$ cat src/rtl/spi_miso_transmitter.sv
// rtl/spi_miso_transmitter.sv - SPI slave MISO transmitter: status byte then TX FIFO bytes per CS frame
//
// Purpose
//   Transmit side of the SPI slave on the sprite-command link. At each chip-select
//   assertion the current status word is latched and shifted out MSB first. It is
//   followed by bytes popped from an internal TX FIFO, or IDLE_BYTE when the FIFO
//   is empty. SCK and CS are oversampled in the FPGA clock domain. The clock must
//   run at least 4x faster than SCK.
//
// Ports
//   clock_i        FPGA clock, all logic on posedge
//   reset_i        asynchronous, active-high reset
//   spi_clk_i      SPI SCK from the master, mode 0
//   spi_cs_i       SPI chip select, active low
//   spi_miso_o     serial data to the master, MSB first
//   spi_miso_oe_o  MISO output enable, high while selected
//   status_i       status word, latched when CS assertion is detected
//   tx_data_i      response byte to enqueue
//   tx_valid_i     tx_data_i valid
//   tx_ready_o     FIFO can accept a byte
//   fifo_level_o   current FIFO occupancy
//   byte_sent_o    one-cycle pulse when a full byte has been shifted out
//   underflow_o    one-cycle pulse when IDLE_BYTE is loaded because the FIFO is empty

module spi_miso_transmitter #(
    parameter int unsigned FIFO_DEPTH  = 8,
    parameter logic [7:0]  IDLE_BYTE   = 8'hFF,
    parameter int unsigned SYNC_STAGES = 2
) (
    input  logic                                clock_i,
    input  logic                                reset_i,
    input  logic                                spi_clk_i,
    input  logic                                spi_cs_i,
    output logic                                spi_miso_o,
    output logic                                spi_miso_oe_o,
    input  logic [7:0]                          status_i,
    input  logic [7:0]                          tx_data_i,
    input  logic                                tx_valid_i,
    output logic                                tx_ready_o,
    output logic [$clog2(FIFO_DEPTH+1)-1:0]     fifo_level_o,
    output logic                                byte_sent_o,
    output logic                                underflow_o
);

    localparam int unsigned PTR_W = $clog2(FIFO_DEPTH);
    localparam int unsigned LVL_W = $clog2(FIFO_DEPTH + 1);
    localparam logic [LVL_W-1:0] LVL_FULL = LVL_W'(FIFO_DEPTH);

    typedef enum logic {
        ST_IDLE  = 1'b0,
        ST_SHIFT = 1'b1
    } state_t;

    // ------------------------------------------------------------------
    // Input synchronizers and edge detection
    // ------------------------------------------------------------------
    logic [SYNC_STAGES-1:0] sck_sync_q;
    logic [SYNC_STAGES-1:0] cs_sync_q;
    logic                   sck_prev_q;
    logic                   cs_prev_q;
    logic                   sck_s;
    logic                   cs_s;
    logic                   sck_fall;
    logic                   cs_fall;
    logic                   cs_rise;

    // CS resets to the deselected level so that reset release never fakes a
    // CS falling edge while the master is idle.
    always_ff @(posedge clock_i or posedge reset_i) begin
        if (reset_i) begin
            sck_sync_q <= '0;
            cs_sync_q  <= '1;
            sck_prev_q <= 1'b0;
            cs_prev_q  <= 1'b1;
        end else begin
            sck_sync_q <= {sck_sync_q[SYNC_STAGES-2:0], spi_clk_i};
            cs_sync_q  <= {cs_sync_q[SYNC_STAGES-2:0], spi_cs_i};
            sck_prev_q <= sck_s;
            cs_prev_q  <= cs_s;
        end
    end

    assign sck_s    = sck_sync_q[SYNC_STAGES-1];
    assign cs_s     = cs_sync_q[SYNC_STAGES-1];
    assign sck_fall = sck_prev_q & ~sck_s;
    assign cs_fall  = cs_prev_q & ~cs_s;
    assign cs_rise  = ~cs_prev_q & cs_s;

    // ------------------------------------------------------------------
    // State and datapath registers
    // ------------------------------------------------------------------
    state_t                 state_q;
    state_t                 state_d;
    logic [7:0]             shreg_q;
    logic [7:0]             shreg_d;
    logic [2:0]             bit_cnt_q;
    logic [2:0]             bit_cnt_d;
    logic                   byte_sent_q;
    logic                   byte_sent_d;
    logic                   underflow_q;
    logic                   underflow_d;

    logic [7:0]             mem_q [FIFO_DEPTH];
    logic [PTR_W-1:0]       wr_ptr_q;
    logic [PTR_W-1:0]       wr_ptr_d;
    logic [PTR_W-1:0]       rd_ptr_q;
    logic [PTR_W-1:0]       rd_ptr_d;
    logic [LVL_W-1:0]       level_q;
    logic [LVL_W-1:0]       level_d;

    logic                   fifo_empty;
    logic                   byte_end;
    logic                   push;
    logic                   pop;

    // The last bit of a byte leaves on this falling edge. A CS rise in the
    // same cycle wins, so nothing is popped for a frame that is ending.
    assign byte_end   = (state_q == ST_SHIFT) && !cs_rise && sck_fall && (bit_cnt_q == 3'd0);
    assign fifo_empty = (level_q == '0);
    assign pop        = byte_end && !fifo_empty;
    assign tx_ready_o = (level_q != LVL_FULL);
    assign push       = tx_valid_i && tx_ready_o;

    // ------------------------------------------------------------------
    // FSM: state register
    // ------------------------------------------------------------------
    always_ff @(posedge clock_i or posedge reset_i) begin
        if (reset_i) begin
            state_q <= ST_IDLE;
        end else begin
            state_q <= state_d;
        end
    end

    // ------------------------------------------------------------------
    // FSM: next-state logic
    // ------------------------------------------------------------------
    always_comb begin
        state_d = state_q;
        case (state_q)
            ST_IDLE: begin
                if (cs_fall) begin
                    state_d = ST_SHIFT;
                end
            end
            ST_SHIFT: begin
                if (cs_rise) begin
                    state_d = ST_IDLE;
                end
            end
            default: state_d = ST_IDLE;
        endcase
    end

    // ------------------------------------------------------------------
    // FSM: outputs
    // ------------------------------------------------------------------
    always_comb begin
        spi_miso_o    = 1'b0;
        spi_miso_oe_o = 1'b0;
        if (state_q == ST_SHIFT) begin
            spi_miso_o    = shreg_q[7];
            spi_miso_oe_o = 1'b1;
        end
    end

    assign byte_sent_o  = byte_sent_q;
    assign underflow_o  = underflow_q;
    assign fifo_level_o = level_q;

    // ------------------------------------------------------------------
    // Shift register and bit counter
    // ------------------------------------------------------------------
    // Data changes only on SCK falling edges so that it is stable when the
    // mode-0 master samples on the rising edge. A byte cut short by CS rising
    // is simply abandoned; its FIFO entry was already consumed at load time.
    always_comb begin
        shreg_d     = shreg_q;
        bit_cnt_d   = bit_cnt_q;
        byte_sent_d = 1'b0;
        underflow_d = 1'b0;
        if (state_q == ST_IDLE) begin
            if (cs_fall) begin
                shreg_d   = status_i;
                bit_cnt_d = 3'd7;
            end
        end else if (!cs_rise && sck_fall) begin
            if (bit_cnt_q != 3'd0) begin
                shreg_d   = {shreg_q[6:0], 1'b0};
                bit_cnt_d = bit_cnt_q - 3'd1;
            end else begin
                byte_sent_d = 1'b1;
                bit_cnt_d   = 3'd7;
                if (fifo_empty) begin
                    shreg_d     = IDLE_BYTE;
                    underflow_d = 1'b1;
                end else begin
                    shreg_d = mem_q[rd_ptr_q];
                end
            end
        end
    end

    always_ff @(posedge clock_i or posedge reset_i) begin
        if (reset_i) begin
            shreg_q     <= '0;
            bit_cnt_q   <= '0;
            byte_sent_q <= 1'b0;
            underflow_q <= 1'b0;
        end else begin
            shreg_q     <= shreg_d;
            bit_cnt_q   <= bit_cnt_d;
            byte_sent_q <= byte_sent_d;
            underflow_q <= underflow_d;
        end
    end

    // ------------------------------------------------------------------
    // TX FIFO
    // ------------------------------------------------------------------
    // Pointers wrap naturally because the depth is a power of two. A push and
    // a pop together leave the level unchanged; a push into a full FIFO is
    // already blocked by tx_ready_o, even if a pop frees a slot that cycle.
    always_comb begin
        wr_ptr_d = wr_ptr_q + PTR_W'(push);
        rd_ptr_d = rd_ptr_q + PTR_W'(pop);
        case ({push, pop})
            2'b10:   level_d = level_q + LVL_W'(1);
            2'b01:   level_d = level_q - LVL_W'(1);
            default: level_d = level_q;
        endcase
    end

    always_ff @(posedge clock_i or posedge reset_i) begin
        if (reset_i) begin
            wr_ptr_q <= '0;
            rd_ptr_q <= '0;
            level_q  <= '0;
        end else begin
            wr_ptr_q <= wr_ptr_d;
            rd_ptr_q <= rd_ptr_d;
            level_q  <= level_d;
        end
    end

    // Storage needs no reset: entries are only read after being written.
    always_ff @(posedge clock_i) begin
        if (push) begin
            mem_q[wr_ptr_q] <= tx_data_i;
        end
    end

endmodule
$ cat config.mk
export PLATFORM = sky130hd
export DESIGN_NAME = spi_miso_transmitter
export DESIGN_NICKNAME = d
export VERILOG_FILES = /design/src/rtl/spi_miso_transmitter.sv
export SDC_FILE = /design/constraint.sdc
export NUM_CORES = 1
export LEC_CHECK = 0
export CAP_MARGIN = 40
export CELL_PAD_IN_SITES_DETAIL_PLACEMENT = 1
export CELL_PAD_IN_SITES_GLOBAL_PLACEMENT = 1
export CORE_ASPECT_RATIO = 2
export CORE_MARGIN = 4
export CORE_UTILIZATION = 53
export DETAILED_ROUTE_END_ITERATION = 10
export GPL_ROUTABILITY_DRIVEN = 1
export PLACE_DENSITY_LB_ADDON = 0.1
export SYNTH_ARGS = -nofsm -noshare
export SYNTH_HDL_FRONTEND = slang
export SYNTH_SLANG_ARGS = --single-unit
$ cat constraint.sdc
create_clock -name clock_i -period 6.4 [get_ports clock_i]
set_input_delay 1.28 -clock clock_i [delete_from_list [all_inputs] [get_ports clock_i]]
set_output_delay 1.28 -clock clock_i [all_outputs]
set_load 0.03 [all_outputs]
==> results.rst <==
.. list-table::
   :header-rows: 1

   * - Metric
     - Value
   * - Result of the run
     - completed
   * - Crit path buffers/inverters
     - 1
   * - Antenna violations before repair
     - 0
   * - Chip Width
     - 69.2 um
   * - Synth warn
     - 0
   * - Hold Path Class
     - reg2reg
   * - Delay of the slowest cell on the worst path
     - 770 ps
   * - Power density normalized to cell area
     - 388 nW/um2
   * - Final HPWL from detailed placement
     - between 5 and 6 mm
   * - Relative slew slack
     - between 40 and 50%
   * - Area of the multi-input gates
     - between 1000 and 1500 um2
   * - Count of state elements after synthesis
     - 94
   * - Total of fill cells in the finished design
     - ~660
   * - Fraction of layout cells with a size suffix above 1
     - 14.2%
   * - GR Util All Layers
     - between 15 and 20%
   * - Number of flops mapped to enable cells by yosys
     - 64
   * - Distinct cell type count of the synthesized netlist
     - 43
   * - Worst clock skew on the final layout
     - ~5 ps
   * - Fmax
     - about 300 MHz
   * - Sequential-to-total area share from yosys stat
     - 67.5%
   * - RSZ-0062 raised after global routing
     - no
   * - Total area of sequential cells
     - approximately 2700 um2
   * - Combinational Power Share
     - 20.7%
   * - Synth async-reset ratio
     - between 30% and 40%
   * - Cell-by-cell trace of the critical path
     - and2_1 > clkdlybuf4s50_1
   * - Total net switching power
     - roughly 0.52 mW
   * - Clock network power share
     - roughly a third
   * - Switching part of the total power
     - between 20% and 30%
   * - P_leak
     - 1.75 nW
   * - Library cell occupying the most area in the post-synthesis netlist
     - sky130_fd_sc_hd__edfxtp_1
   * - Final RePlAce weighted congestion
     - about 0.72
   * - Die area
     - 9020 um2
   * - Number of violations reported at the end of detailed-routing iteration 0
     - between 100 and 150
   * - Peak supply drop
     - about 0.34 mV
   * - Routed len/inst
     - around 21 um
   * - TritonCTS clock tree
     - done
   * - Most common flop cell mapped by yosys
     - sky130_fd_sc_hd__edfxtp_1
   * - Top cell type's share of synthesized area
     - around 48%
   * - DRT Pass-1 Iters
     - 4
   * - Data arrival time of the worst path
     - 2010 ps
   * - Global-route wire length before repair
     - 13.0 mm
   * - Startpoint type of the worst setup path
     - flop
   * - Final Setup Violations
     - 0
   * - Final hold viol count
     - 0
   * - Residual overflow from global routing
     - 0
   * - Maximum clock insertion buffer count
     - 2
   * - Synth-to-layout area growth
     - 17.6%
   * - Top-level I/O count
     - 30
   * - Register share of total power
     - roughly 48%
   * - Number of global-route vias before repair
     - approximately 2400
   * - Leading post-synthesis cells by cell area
     - sky130_fd_sc_hd__edfxtp_1 (48%), sky130_fd_sc_hd__dfrtp_1 (17%), sky130_fd_sc_hd__mux4_2 (5.7%), sky130_fd_sc_hd__mux2i_1 (4.0%), sky130_fd_sc_hd__mux4_1 (4.0%)
   * - Maximum level of the CTS H-tree
     - 3
   * - Vertical extent of the die
     - 130 um
   * - Pin count of the biggest net entering global routing
     - 31
   * - DRC viols
     - 0
   * - Slew of the pin with the lowest slew margin
     - between 800 and 900 ps
   * - IO Port Bufs
     - 29
   * - Buffers inserted by post-CTS timing repair
     - 0
   * - Total of cells resized after clock tree synthesis
     - 0
   * - Final Max Tran Viols
     - 0
   * - Reg clk slew, reported paths
     - ~70 ps
   * - Post-synth design cell area
     - approximately 4000 um2
   * - Starting utilization of the core area
     - a little over half
   * - Avg Inst Size Synth
     - approximately 16 um2
   * - Share of the clock period used by the worst path
     - 51.4%
   * - Critical path class
     - reg2out
   * - Final worst hold slack
     - between 300 and 400 ps
   * - Slowest-stage cell, CP
     - sky130_fd_sc_hd__dfrtp_1
   * - Number of buffers created by CTS
     - 9
   * - Number of clock sinks seen by CTS
     - 94
   * - Insertion delay of the later-clocked pin in the worst-skew pair
     - 340 ps
   * - Count of max-cap constraint violations
     - 0
   * - Worst Setup End Kind
     - output pin
   * - Vias per cell
     - between 5 and 6
   * - Cell family with the largest share of critical-path delay
     - flip-flops
   * - Final cell utilization of the core
     - 64.2%
   * - Remaining number of nets flagged by the antenna check after routing
     - 0
   * - CP Data Required Time
     - just over 5000 ps
   * - # rows
     - between 40 and 50
   * - # hold bufs at CTS
     - 0
   * - Setup total negative slack
     - 0 ps
   * - Final net count
     - slightly above 300
   * - Net count after synthesis
     - around 270
   * - Cell Int Power
     - between 1 and 1.5 mW
   * - Number of antenna cells inserted
     - 0
   * - Post-synthesis cell count
     - about 240
   * - Post-route minimum period
     - between 3000 and 4000 ps
   * - Placeable core area
     - approximately 7300 um2
   * - Highest fanout seen on the critical path
     - 22
   * - DR vias
     - 2162
   * - Final WL
     - between 7 and 8 mm
   * - CTS root buffer
     - sky130_fd_sc_hd__clkbuf_16
## Yosys cell counts (all sizes together), types with 3 or more instances
master and count:
a31oi 15, mux4 16, dfstp 3, nand2b 7
inv 14, edfxtp 64, buf 9, nand2 11
xor2 5, nor3 4, nor2 15, o21ai 3
dfrtp 27, ha 9, mux2i 16
## final timing paths
path	start	to	slack, ps	cells after the start
min in group asynchronous	reset_i	fifo_level_o[2]$_DFFE_PP0P_	1330	3
min	sck_sync_q[0]$_DFF_PP0_	sck_sync_q[1]$_DFF_PP0_	350	0
max	state_q$_DFF_PP0_	spi_miso_o	3110	2
max in group asynchronous	reset_i	cs_prev_q$_DFF_PP1_	4750	3
min reg2reg	sck_sync_q[0]$_DFF_PP0_	sck_sync_q[1]$_DFF_PP0_	350	0
max reg2reg	fifo_level_o[0]$_DFFE_PP0P_	fifo_level_o[2]$_DFFE_PP0P_	3560	9
## cells in the final DEF, fill, tap and decap left out, types with 5 or more instances in the layout
master,Yosys,final
sky130_fd_sc_hd__clkbuf_16,0,9
sky130_fd_sc_hd__edfxtp_1,64,64
sky130_fd_sc_hd__a31oi_1,14,14
sky130_fd_sc_hd__xor2_1,5,5
sky130_fd_sc_hd__nand2_1,10,10
sky130_fd_sc_hd__ha_1,9,9
sky130_fd_sc_hd__clkdlybuf4s50_1,0,29
sky130_fd_sc_hd__mux4_1,6,6
sky130_fd_sc_hd__mux2i_1,16,16
sky130_fd_sc_hd__nor2_1,15,15
sky130_fd_sc_hd__nand2b_1,6,6
sky130_fd_sc_hd__dfrtp_1,27,27
sky130_fd_sc_hd__inv_1,13,13
sky130_fd_sc_hd__mux4_2,10,10
## state kept, by name (all words and copies together) (netlist names)
register,flops
bit_cnt_q,3
byte_sent_o,1
cs_prev_q,1
cs_sync_q,2
fifo_level_o,4
mem_q,64
rd_ptr_q,3
sck_prev_q,1
sck_sync_q,2
shreg_q,8
state_q,1
underflow_o,1
wr_ptr_q,3
## final cells by class
type	instances	share of cell area (%)
flip-flops and latches	94	57.4
well taps	92	2.47
inverters	14	1.13
multi-input cells	124	24.9
clock inverters	7	2.09
clock buffers	9	4.83
repair buffers	33	7.19
## cells by family (layout without fill, tap and decap cells)
family | Yosys count | after routing | share of synthesized area, %
flip-flops | 94 | 94 | 67.5
AND/OR/NAND/NOR | 51 | 51 | 6.91
multiplexers | 33 | 33 | 14.0
AO/OA/AOI/OAI | 24 | 24 | 4.07
buffers and inverters | 23 | 63 | 3.19
adder cells (fa/ha/maj) | 9 | 9 | 2.84
XOR/XNOR | 7 | 7 | 1.55
## metal layers
layer,vias up,track usage [%],share of wire [%]
li1,989,-,-
met1,1111,20.2,36
met2,42,35.5,56
met3,20,4.47,3.3
met5,-,0,0
met4,0,11.4,3.8
## power groups by stage
stage                     sequential, mW  combinational, mW  clock (mW)
final                              0.866              0.375       0.568
after global routing               0.881              0.410       0.609
after CTS                          0.866              0.382       0.581
after detailed placement           0.876              0.373           0
after global placement             0.873              0.343           0
after floorplan                    0.865              0.244           0
## metrics by stage
stage                     cells  area, um2  total power [mW]  setup slack (ps)
after floorplan             241       3970              1.11              3830
after global placement      354       4310              1.22              3110
after detailed placement    357       4340              1.25              3250
after CTS                   373       4670              1.83              3080
after global routing        373       4670              1.90              3000
final                       373       4670              1.81              3110
Power figures use the tool's default switching activity.
